`src/rtl/rc4_pkg.sv`:
```
`default_nettype none
// ============================================================================
//  Module      : rc4_pkg
//  Description : Shared definitions for the RC4 keystream decryptor: FSM
//                state encoding, S-bus mux select codes, message length
//                default and the plaintext character bounds.
//  Revision    : 1.0 - initial release
// ============================================================================
package rc4_pkg;

    // Number of message bytes processed per run unless overridden.
    localparam int MSG_LENGTH_DEFAULT = 32;

    // Clock cycles spent on one message byte, INC_I through NEXT_K.
    localparam int BYTE_CYCLES = 14;

    // Legal plaintext is lower-case a..z plus the space character.
    localparam logic [7:0] CHAR_LO_DEFAULT = 8'h61;
    localparam logic [7:0] CHAR_HI_DEFAULT = 8'h7A;
    localparam logic [7:0] CHAR_SPACE      = 8'h20;

    // S-bus mux select: which block currently owns the shared S memory.
    localparam logic [1:0] LS_INIT    = 2'd0;
    localparam logic [1:0] LS_SHUFFLE = 2'd2;
    localparam logic [1:0] LS_DECRYPT = 2'd3;

    // Decrypt FSM. WR_SETTLE separates the S[j] write from the keystream
    // read so the read never targets a word written on the preceding edge.
    typedef enum logic [3:0] {
        ST_IDLE      = 4'd0,
        ST_INC_I     = 4'd1,
        ST_RD_SI     = 4'd2,
        ST_WAIT_SI   = 4'd3,
        ST_STORE_SI  = 4'd4,
        ST_RD_SJ     = 4'd5,
        ST_WAIT_SJ   = 4'd6,
        ST_STORE_SJ  = 4'd7,
        ST_WR_I      = 4'd8,
        ST_WR_J      = 4'd9,
        ST_WR_SETTLE = 4'd10,
        ST_RD_F      = 4'd11,
        ST_WAIT_F    = 4'd12,
        ST_WR_OUT    = 4'd13,
        ST_NEXT_K    = 4'd14,
        ST_DONE      = 4'd15
    } rc4_state_t;

    // True when ch is space or lies inside lo..hi inclusive.
    function automatic logic char_is_legal(input logic [7:0] ch,
                                           input logic [7:0] lo,
                                           input logic [7:0] hi);
        return (ch == CHAR_SPACE) || ((ch >= lo) && (ch <= hi));
    endfunction

endpackage
`default_nettype wire

```
`src/rtl/rc4_decrypt_if.sv`:
```
`default_nettype none
// ============================================================================
//  Module      : rc4_decrypt_if
//  Description : Bus bundle between the RC4 decryptor and its memories:
//                S memory port, encrypted ROM port, decrypted RAM port,
//                start level, S-bus mux select and status flags.
//  Revision    : 1.0 - initial release
// ============================================================================
interface rc4_decrypt_if;

    logic       start;
    logic [7:0] s_address;
    logic [7:0] s_data;
    logic [7:0] s_q;
    logic       s_wren;
    logic [4:0] rom_address;
    logic [7:0] rom_q;
    logic [4:0] ram_address;
    logic [7:0] ram_data;
    logic       ram_wren;
    logic [1:0] line_sel;
    logic       done;
    logic       key_invalid;

    // Decryptor side.
    modport master (
        input  start,
        input  s_q,
        input  rom_q,
        output s_address,
        output s_data,
        output s_wren,
        output rom_address,
        output ram_address,
        output ram_data,
        output ram_wren,
        output line_sel,
        output done,
        output key_invalid
    );

    // Memory / system side.
    modport slave (
        output start,
        output s_q,
        output rom_q,
        input  s_address,
        input  s_data,
        input  s_wren,
        input  rom_address,
        input  ram_address,
        input  ram_data,
        input  ram_wren,
        input  line_sel,
        input  done,
        input  key_invalid
    );

endinterface
`default_nettype wire

```
`src/rtl/rc4_char_check.sv`:
```
`default_nettype none
// ============================================================================
//  Module      : rc4_char_check
//  Description : Combinational plaintext filter. legal is high when data is
//                a space or falls inside CHAR_LO..CHAR_HI.
//  Revision    : 1.0 - initial release
// ============================================================================
module rc4_char_check
    import rc4_pkg::*;
#(
    parameter logic [7:0] CHAR_LO = CHAR_LO_DEFAULT,
    parameter logic [7:0] CHAR_HI = CHAR_HI_DEFAULT
) (
    input  logic [7:0] data,
    output logic       legal
);

    assign legal = char_is_legal(data, CHAR_LO, CHAR_HI);

endmodule
`default_nettype wire

```
`src/rtl/rc4_decrypt.sv`:
```
`default_nettype none
// ============================================================================
//  Module      : rc4_decrypt
//  Description : RC4 PRGA stage. Walks the shuffled S array, swapping S[i]
//                and S[j] for every message byte, XORs S[S[i]+S[j]] with the
//                encrypted ROM byte and writes the result to the output RAM.
//                Memory reads have one wait state (address in cycle N, data
//                sampled at the edge ending cycle N+2).
//                Optional build macro RC4_CHAR_CHECK_EN: stop at the first
//                decrypted byte outside the legal character set and flag
//                key_invalid.
//  Revision    : 1.0 - initial release
// ============================================================================
module rc4_decrypt
    import rc4_pkg::*;
#(
    parameter int         MSG_LENGTH = MSG_LENGTH_DEFAULT,
    parameter logic [7:0] CHAR_LO    = CHAR_LO_DEFAULT,
    parameter logic [7:0] CHAR_HI    = CHAR_HI_DEFAULT
) (
    input  logic          clk,
    input  logic          reset,
    rc4_decrypt_if.master bus
);

    // Last message index; k itself is a 5-bit counter wrapping modulo 32.
    localparam logic [4:0] K_LAST = 5'(MSG_LENGTH - 1);

    rc4_state_t r_state;
    rc4_state_t w_next_state;

    logic [7:0] r_i;
    logic [7:0] r_j;
    logic [7:0] r_si;
    logic [7:0] r_sj;
    logic [4:0] r_k;

    logic [7:0] w_f_addr;
    logic [7:0] w_plain;
    logic       w_k_last;
    logic       w_char_legal;

    logic [7:0] w_s_address;
    logic [7:0] w_s_data;
    logic       w_s_wren;
    logic [4:0] w_rom_address;
    logic [4:0] w_ram_address;
    logic [7:0] w_ram_data;
    logic       w_ram_wren;
    logic [1:0] w_line_sel;

    // Keystream index wraps modulo 256; plaintext is keystream ^ ciphertext.
    assign w_f_addr = r_si + r_sj;
    assign w_plain  = bus.s_q ^ bus.rom_q;
    assign w_k_last = (r_k == K_LAST);

`ifdef RC4_CHAR_CHECK_EN
    logic r_key_invalid;

    rc4_char_check #(
        .CHAR_LO (CHAR_LO),
        .CHAR_HI (CHAR_HI)
    ) u_char_check (
        .data  (w_plain),
        .legal (w_char_legal)
    );

    // Latch a failed character check; cleared only by reset.
    always_ff @(posedge clk) begin
        if (reset) begin
            r_key_invalid <= 1'b0;
        end else if ((r_state == ST_WR_OUT) && !w_char_legal) begin
            r_key_invalid <= 1'b1;
        end
    end

    assign bus.key_invalid = r_key_invalid;
`else
    logic w_unused_char_bounds;

    assign w_char_legal         = 1'b1;
    assign w_unused_char_bounds = ^{CHAR_LO, CHAR_HI};
    assign bus.key_invalid      = 1'b0;
`endif

    // FSM state register.
    always_ff @(posedge clk) begin
        if (reset) begin
            r_state <= ST_IDLE;
        end else begin
            r_state <= w_next_state;
        end
    end

    // Index and captured-S registers, updated in their owning states.
    always_ff @(posedge clk) begin
        if (reset) begin
            r_i  <= 8'h00;
            r_j  <= 8'h00;
            r_si <= 8'h00;
            r_sj <= 8'h00;
            r_k  <= 5'd0;
        end else begin
            case (r_state)
                ST_INC_I: begin
                    r_i <= r_i + 8'd1;
                end
                ST_STORE_SI: begin
                    r_si <= bus.s_q;
                    r_j  <= r_j + bus.s_q;
                end
                ST_STORE_SJ: begin
                    r_sj <= bus.s_q;
                end
                ST_NEXT_K: begin
                    if (!w_k_last) begin
                        r_k <= r_k + 5'd1;
                    end
                end
                default: begin
                end
            endcase
        end
    end

    // Next-state and memory-port decode. Read addresses are held through
    // their wait and capture cycles; write enables last one state only.
    always_comb begin
        w_next_state  = r_state;
        w_s_address   = 8'h00;
        w_s_data      = 8'h00;
        w_s_wren      = 1'b0;
        w_rom_address = 5'd0;
        w_ram_address = 5'd0;
        w_ram_data    = 8'h00;
        w_ram_wren    = 1'b0;
        w_line_sel    = LS_DECRYPT;

        case (r_state)
            ST_IDLE: begin
                w_line_sel = LS_INIT;
                if (bus.start) begin
                    w_next_state = ST_INC_I;
                end
            end
            ST_INC_I: begin
                w_next_state = ST_RD_SI;
            end
            ST_RD_SI: begin
                w_s_address  = r_i;
                w_next_state = ST_WAIT_SI;
            end
            ST_WAIT_SI: begin
                w_s_address  = r_i;
                w_next_state = ST_STORE_SI;
            end
            ST_STORE_SI: begin
                w_s_address  = r_i;
                w_next_state = ST_RD_SJ;
            end
            ST_RD_SJ: begin
                w_s_address  = r_j;
                w_next_state = ST_WAIT_SJ;
            end
            ST_WAIT_SJ: begin
                w_s_address  = r_j;
                w_next_state = ST_STORE_SJ;
            end
            ST_STORE_SJ: begin
                w_s_address  = r_j;
                w_next_state = ST_WR_I;
            end
            ST_WR_I: begin
                w_s_address  = r_i;
                w_s_data     = r_sj;
                w_s_wren     = 1'b1;
                w_next_state = ST_WR_J;
            end
            ST_WR_J: begin
                w_s_address  = r_j;
                w_s_data     = r_si;
                w_s_wren     = 1'b1;
                w_next_state = ST_WR_SETTLE;
            end
            ST_WR_SETTLE: begin
                w_next_state = ST_RD_F;
            end
            ST_RD_F: begin
                w_s_address   = w_f_addr;
                w_rom_address = r_k;
                w_next_state  = ST_WAIT_F;
            end
            ST_WAIT_F: begin
                w_s_address   = w_f_addr;
                w_rom_address = r_k;
                w_next_state  = ST_WR_OUT;
            end
            ST_WR_OUT: begin
                w_s_address   = w_f_addr;
                w_rom_address = r_k;
                w_ram_address = r_k;
                w_ram_data    = w_plain;
                w_ram_wren    = 1'b1;
                w_next_state  = w_char_legal ? ST_NEXT_K : ST_DONE;
            end
            ST_NEXT_K: begin
                w_next_state = w_k_last ? ST_DONE : ST_INC_I;
            end
            ST_DONE: begin
                w_next_state = ST_DONE;
            end
            default: begin
                w_next_state = ST_IDLE;
            end
        endcase
    end

    assign bus.s_address   = w_s_address;
    assign bus.s_data      = w_s_data;
    assign bus.s_wren      = w_s_wren;
    assign bus.rom_address = w_rom_address;
    assign bus.ram_address = w_ram_address;
    assign bus.ram_data    = w_ram_data;
    assign bus.ram_wren    = w_ram_wren;
    assign bus.line_sel    = w_line_sel;
    assign bus.done        = (r_state == ST_DONE);

endmodule
`default_nettype wire
```
`src/flat_wrapper.sv`:
```
// flat-port wrapper written by rule: the top's interface ports become plain ports
module rc4_decrypt_flat import rc4_pkg::*;
#(
    parameter int         MSG_LENGTH = MSG_LENGTH_DEFAULT,
    parameter logic [7:0] CHAR_LO    = CHAR_LO_DEFAULT,
    parameter logic [7:0] CHAR_HI    = CHAR_HI_DEFAULT
)
  (clk, reset, bus_start, bus_s_q, bus_rom_q, bus_s_address, bus_s_data, bus_s_wren, bus_rom_address, bus_ram_address, bus_ram_data, bus_ram_wren, bus_line_sel, bus_done, bus_key_invalid);
  rc4_decrypt_if bus_i ();
  input  logic clk;
  input  logic reset;
  input wire logic [$bits(bus_i.start)-1:0] bus_start;
  input wire logic [$bits(bus_i.s_q)-1:0] bus_s_q;
  input wire logic [$bits(bus_i.rom_q)-1:0] bus_rom_q;
  output wire logic [$bits(bus_i.s_address)-1:0] bus_s_address;
  output wire logic [$bits(bus_i.s_data)-1:0] bus_s_data;
  output wire logic [$bits(bus_i.s_wren)-1:0] bus_s_wren;
  output wire logic [$bits(bus_i.rom_address)-1:0] bus_rom_address;
  output wire logic [$bits(bus_i.ram_address)-1:0] bus_ram_address;
  output wire logic [$bits(bus_i.ram_data)-1:0] bus_ram_data;
  output wire logic [$bits(bus_i.ram_wren)-1:0] bus_ram_wren;
  output wire logic [$bits(bus_i.line_sel)-1:0] bus_line_sel;
  output wire logic [$bits(bus_i.done)-1:0] bus_done;
  output wire logic [$bits(bus_i.key_invalid)-1:0] bus_key_invalid;
  assign bus_i.start = bus_start;
  assign bus_i.s_q = bus_s_q;
  assign bus_i.rom_q = bus_rom_q;
  assign bus_s_address = bus_i.s_address;
  assign bus_s_data = bus_i.s_data;
  assign bus_s_wren = bus_i.s_wren;
  assign bus_rom_address = bus_i.rom_address;
  assign bus_ram_address = bus_i.ram_address;
  assign bus_ram_data = bus_i.ram_data;
  assign bus_ram_wren = bus_i.ram_wren;
  assign bus_line_sel = bus_i.line_sel;
  assign bus_done = bus_i.done;
  assign bus_key_invalid = bus_i.key_invalid;
  rc4_decrypt #(.MSG_LENGTH(MSG_LENGTH), .CHAR_LO(CHAR_LO), .CHAR_HI(CHAR_HI)) u_core (.clk(clk), .reset(reset), .bus(bus_i));
endmodule
```
`config.mk`:
```
export PLATFORM = sky130hd
export DESIGN_NAME = rc4_decrypt_flat
export DESIGN_NICKNAME = d
export VERILOG_FILES = /design/src/rtl/rc4_pkg.sv /design/src/rtl/rc4_decrypt_if.sv /design/src/rtl/rc4_char_check.sv /design/src/rtl/rc4_decrypt.sv /design/src/flat_wrapper.sv
export SDC_FILE = /design/constraint.sdc
export NUM_CORES = 1
export LEC_CHECK = 0
export BUFFER_PORTS_ARGS = -buffer_cell sky130_fd_sc_hd__buf_4
export CORE_MARGIN = 5
export CORE_UTILIZATION = 60
export CTS_CLUSTER_DIAMETER = 60
export DETAILED_ROUTE_END_ITERATION = 8
export PLACE_DENSITY = 0.86
export SYNTH_ARGS = -nofsm -noshare
export SYNTH_HDL_FRONTEND = slang
export SYNTH_SLANG_ARGS = --single-unit
```
`constraint.sdc`:
```
create_clock -name clk -period 4.9 [get_ports clk]
set_input_delay 0.49 -clock clk [delete_from_list [all_inputs] [get_ports clk]]
set_output_delay 0.49 -clock clk [all_outputs]
set_load 0.005 [all_outputs]
```
==> run metrics <==
final wirelength ~7.5 mm; Area after DPL 3259 um^2; core area 4661 um^2; Synth Cell Area around 2900 um^2; Total GRT Usage 24.35%; WP data required 4410 ps; Post-Synthesis Cells 360; status finished, final reports clean; chip height between 70 and 80 um; WP depth 5; setup TNS 0 ps; register bit total from synthesis 41; vias in the first global route roughly 2.5k; Synth area leaders dfxtp_1 (29%), ha_1 (7.4%), nor2_1 (6.2%); R2R Setup Slk between 2000 and 3000 ps; global-route wire length before repair between 10 and 15 mm; MaxCap Viol Count 0; Hold Crit Class input pin to flip-flop; worst path bufs/invs 1; hold path depth 3; crit path kind flip-flop to primary output; R2R Path Start u_core.r_state[2]; DIE AREA 6246 um^2; CP max FO 21; worst skew pair latency 300 ps; post-route ant nets 0; share of the synthesized area in the top cell type 28.71%; Initial DRC Count about 190; detailed placement HPWL 5.503 mm; leakage power approximately 1.4 nW; fin worst setup slack 1906 ps; Vias/cell 6.052; TritonCTS Buffers 5; Setup Buffers After CTS 0; CP Cell Sequence or3b_2, a21boi_0, or2_2, a221o_1, buf_4; Pre-antenna DRT Iters 5; Final Wtd Congestion 0.9528; Seq/Total Area, Yosys ~29%; Placement Setup Slack 2282 ps; fmax 334.0 MHz; CP Launch Type flip-flop; FF-to-FF path depth 4; Worst-Margin Slew 954.5 ps; H-tree depth 2; Syn Area/Cell approximately 7.9 um^2; CP endpoint kind primary output; largest net degree at the start of global routing 49; Post-CTS Hold Buffers 0; row count 25; synth unique cells 52; synthesis warning total 0; IO buf count 57; Final Hold Viols 0; peak supply drop 0.1290 mV; antenna cells 0; clk_skew 7.001 ps; delay-heaviest family, CP flip-flops; Async SR Flop Fraction 0%; Setup Viol. Count Final 0; largest area contributor in the netlist dfxtp_1; Die Wd 79.03 um; CTS Root Buffer Type clkbuf_8; CTS Buffer Depth 2; routed length per instance 16.33 um; P&R area growth vs syn 17.37%; Top FF cell, synth dfxtp_1; Initial Util about three fifths; Worst path max stage delay 770 ps; antenna violations before repair 0; RSZ-0062 raised after global routing no; GR Overflow Total 0; Min-Delay Startpoint bus_s_q[0]; Clock Sinks 41; nets@finish 444; number of synthesized flops with an enable pin 0; Slowest-stage cell, CP dfxtp_1; Vias 2,790; FF-to-FF End u_core.r_j[7]; Clock transition at path regs 80 ps; Hold Crit Endpoint u_core.r_si[0]; power per cell area 206.3 nW/um^2; post-route DRC violation count 0; Slew Limit Fails 0; minimum clock period approximately 3000 ps; Mapped Nets between 300 and 400; PostCTS Resize Cnt 0; Final period util 61.10%; layout cell share with drive strength beyond 1 18.18%; relative slew slack between 30% and 40%; WP data arrival 2500 ps; TritonCTS clock tree built; Post-Route Utilization about 70%; IO Count 59; post-route cell area 3356 um^2
[cells in the mapped netlist (all sizes together), types with 8 or more instances]
library cell / n
dfxtp: 41
ha: 17
and2: 13
buf: 11
nor2: 47
clkbuf: 8
inv: 11
o21ai: 11
xnor2: 15
nor3: 8
mux2i: 11
xor2: 8
a21oi: 23
nand2: 45
[metal layers]
| metal | vias to the layer above | wire length [um] | global-route usage, % |
|---|---|---|---|
| li1 | 1365 | - | - |
| met1 | 1302 | 3333 | 32.96 |
| met2 | 111 | 3534 | 39.65 |
| met3 | 12 | 568 | 4.762 |
| met4 | 0 | 90 | 6.357 |
| met5 | - | 0 | 0 |
[power breakdown]
group	switching [mW]	leakage (nW)	internal (mW)	total [mW]
sequential	0.0140	0.331	0.340	0.354
combinational	0.0544	0.997	0.0453	0.0996
clock	0.124	0.0512	0.114	0.238
total	0.192	1.38	0.500	0.692
[worst min-delay path, delay by kind of cell]
kind                   cells  cell delay [ps]
and+or+nand+nor            1               50
buffers and inverters      1              130
AOI/OAI and AO/OA          1               50
[worst max path at each step]
stage                                   to  slack (ps)              start
after floorplan           bus_s_address[6]        2550     u_core.r_sj[0]
after global placement    bus_s_address[4]        2350  u_core.r_state[1]
after detailed placement  bus_s_address[4]        2280  u_core.r_state[1]
after CTS                 bus_s_address[4]        1930  u_core.r_state[1]
after global routing      bus_s_address[7]        1750  u_core.r_state[1]
final                     bus_s_address[4]        1910  u_core.r_state[1]
[flip-flops by register name (all words and copies together), names as in the netlist]
register / cells
u_core.r_state: 4
u_core.r_sj: 8
u_core.r_i: 8
u_core.r_k: 5
u_core.r_j: 8
u_core.r_si: 8
[stage by stage]
stage          std cells  hold WS (ps)  power [mW]
2_1_floorplan        360         448.7      0.4283
3_3_place_gp         453         462.3      0.4556
3_5_place_dp         453         473.1      0.4589
4_1_cts              461         455.7      0.6949
5_1_grt              461         457.6      0.7230
6_report             461         463.1      0.6922
[area by class of cell]
type,count,area (um^2)
Fill cell,366,1305
Sequential cell,41,820.8
Tap cell,54,67.56
Clock inverter,2,13.76
Timing Repair Buffer,58,435.4
Clock buffer,6,82.58
Multi-Input combinational cell,289,1894
Inverter,11,41.29
[logic make-up (layout without fill, tap and decap cells)]
| kind of cell | after synthesis | in the layout | share of synthesized area [%] |
|---|---|---|---|
| muxes | 11 | 11 | 3.851 |
| and+or+nand+nor | 156 | 156 | 27.18 |
| other | 1 | 1 | 0.1312 |
| AOI/OAI and AO/OA | 79 | 79 | 19.04 |
| buffers and inverters | 30 | 77 | 5.208 |
| xor gates and xnor gates | 23 | 23 | 7.046 |
| adders and majority gates | 19 | 19 | 8.840 |
| DFF | 41 | 41 | 28.71 |
[placed cells by master (no fill, tap or decap), drive strengths merged, types with 11 or more instances in the layout]
cell type	instances
nor2	47
dfxtp	41
o21ai	11
inv	11
buf	58
mux2i	11
ha	17
a21oi	23
xnor2	15
nand2	45
and2	13
(Power assumes the default switching activity.)
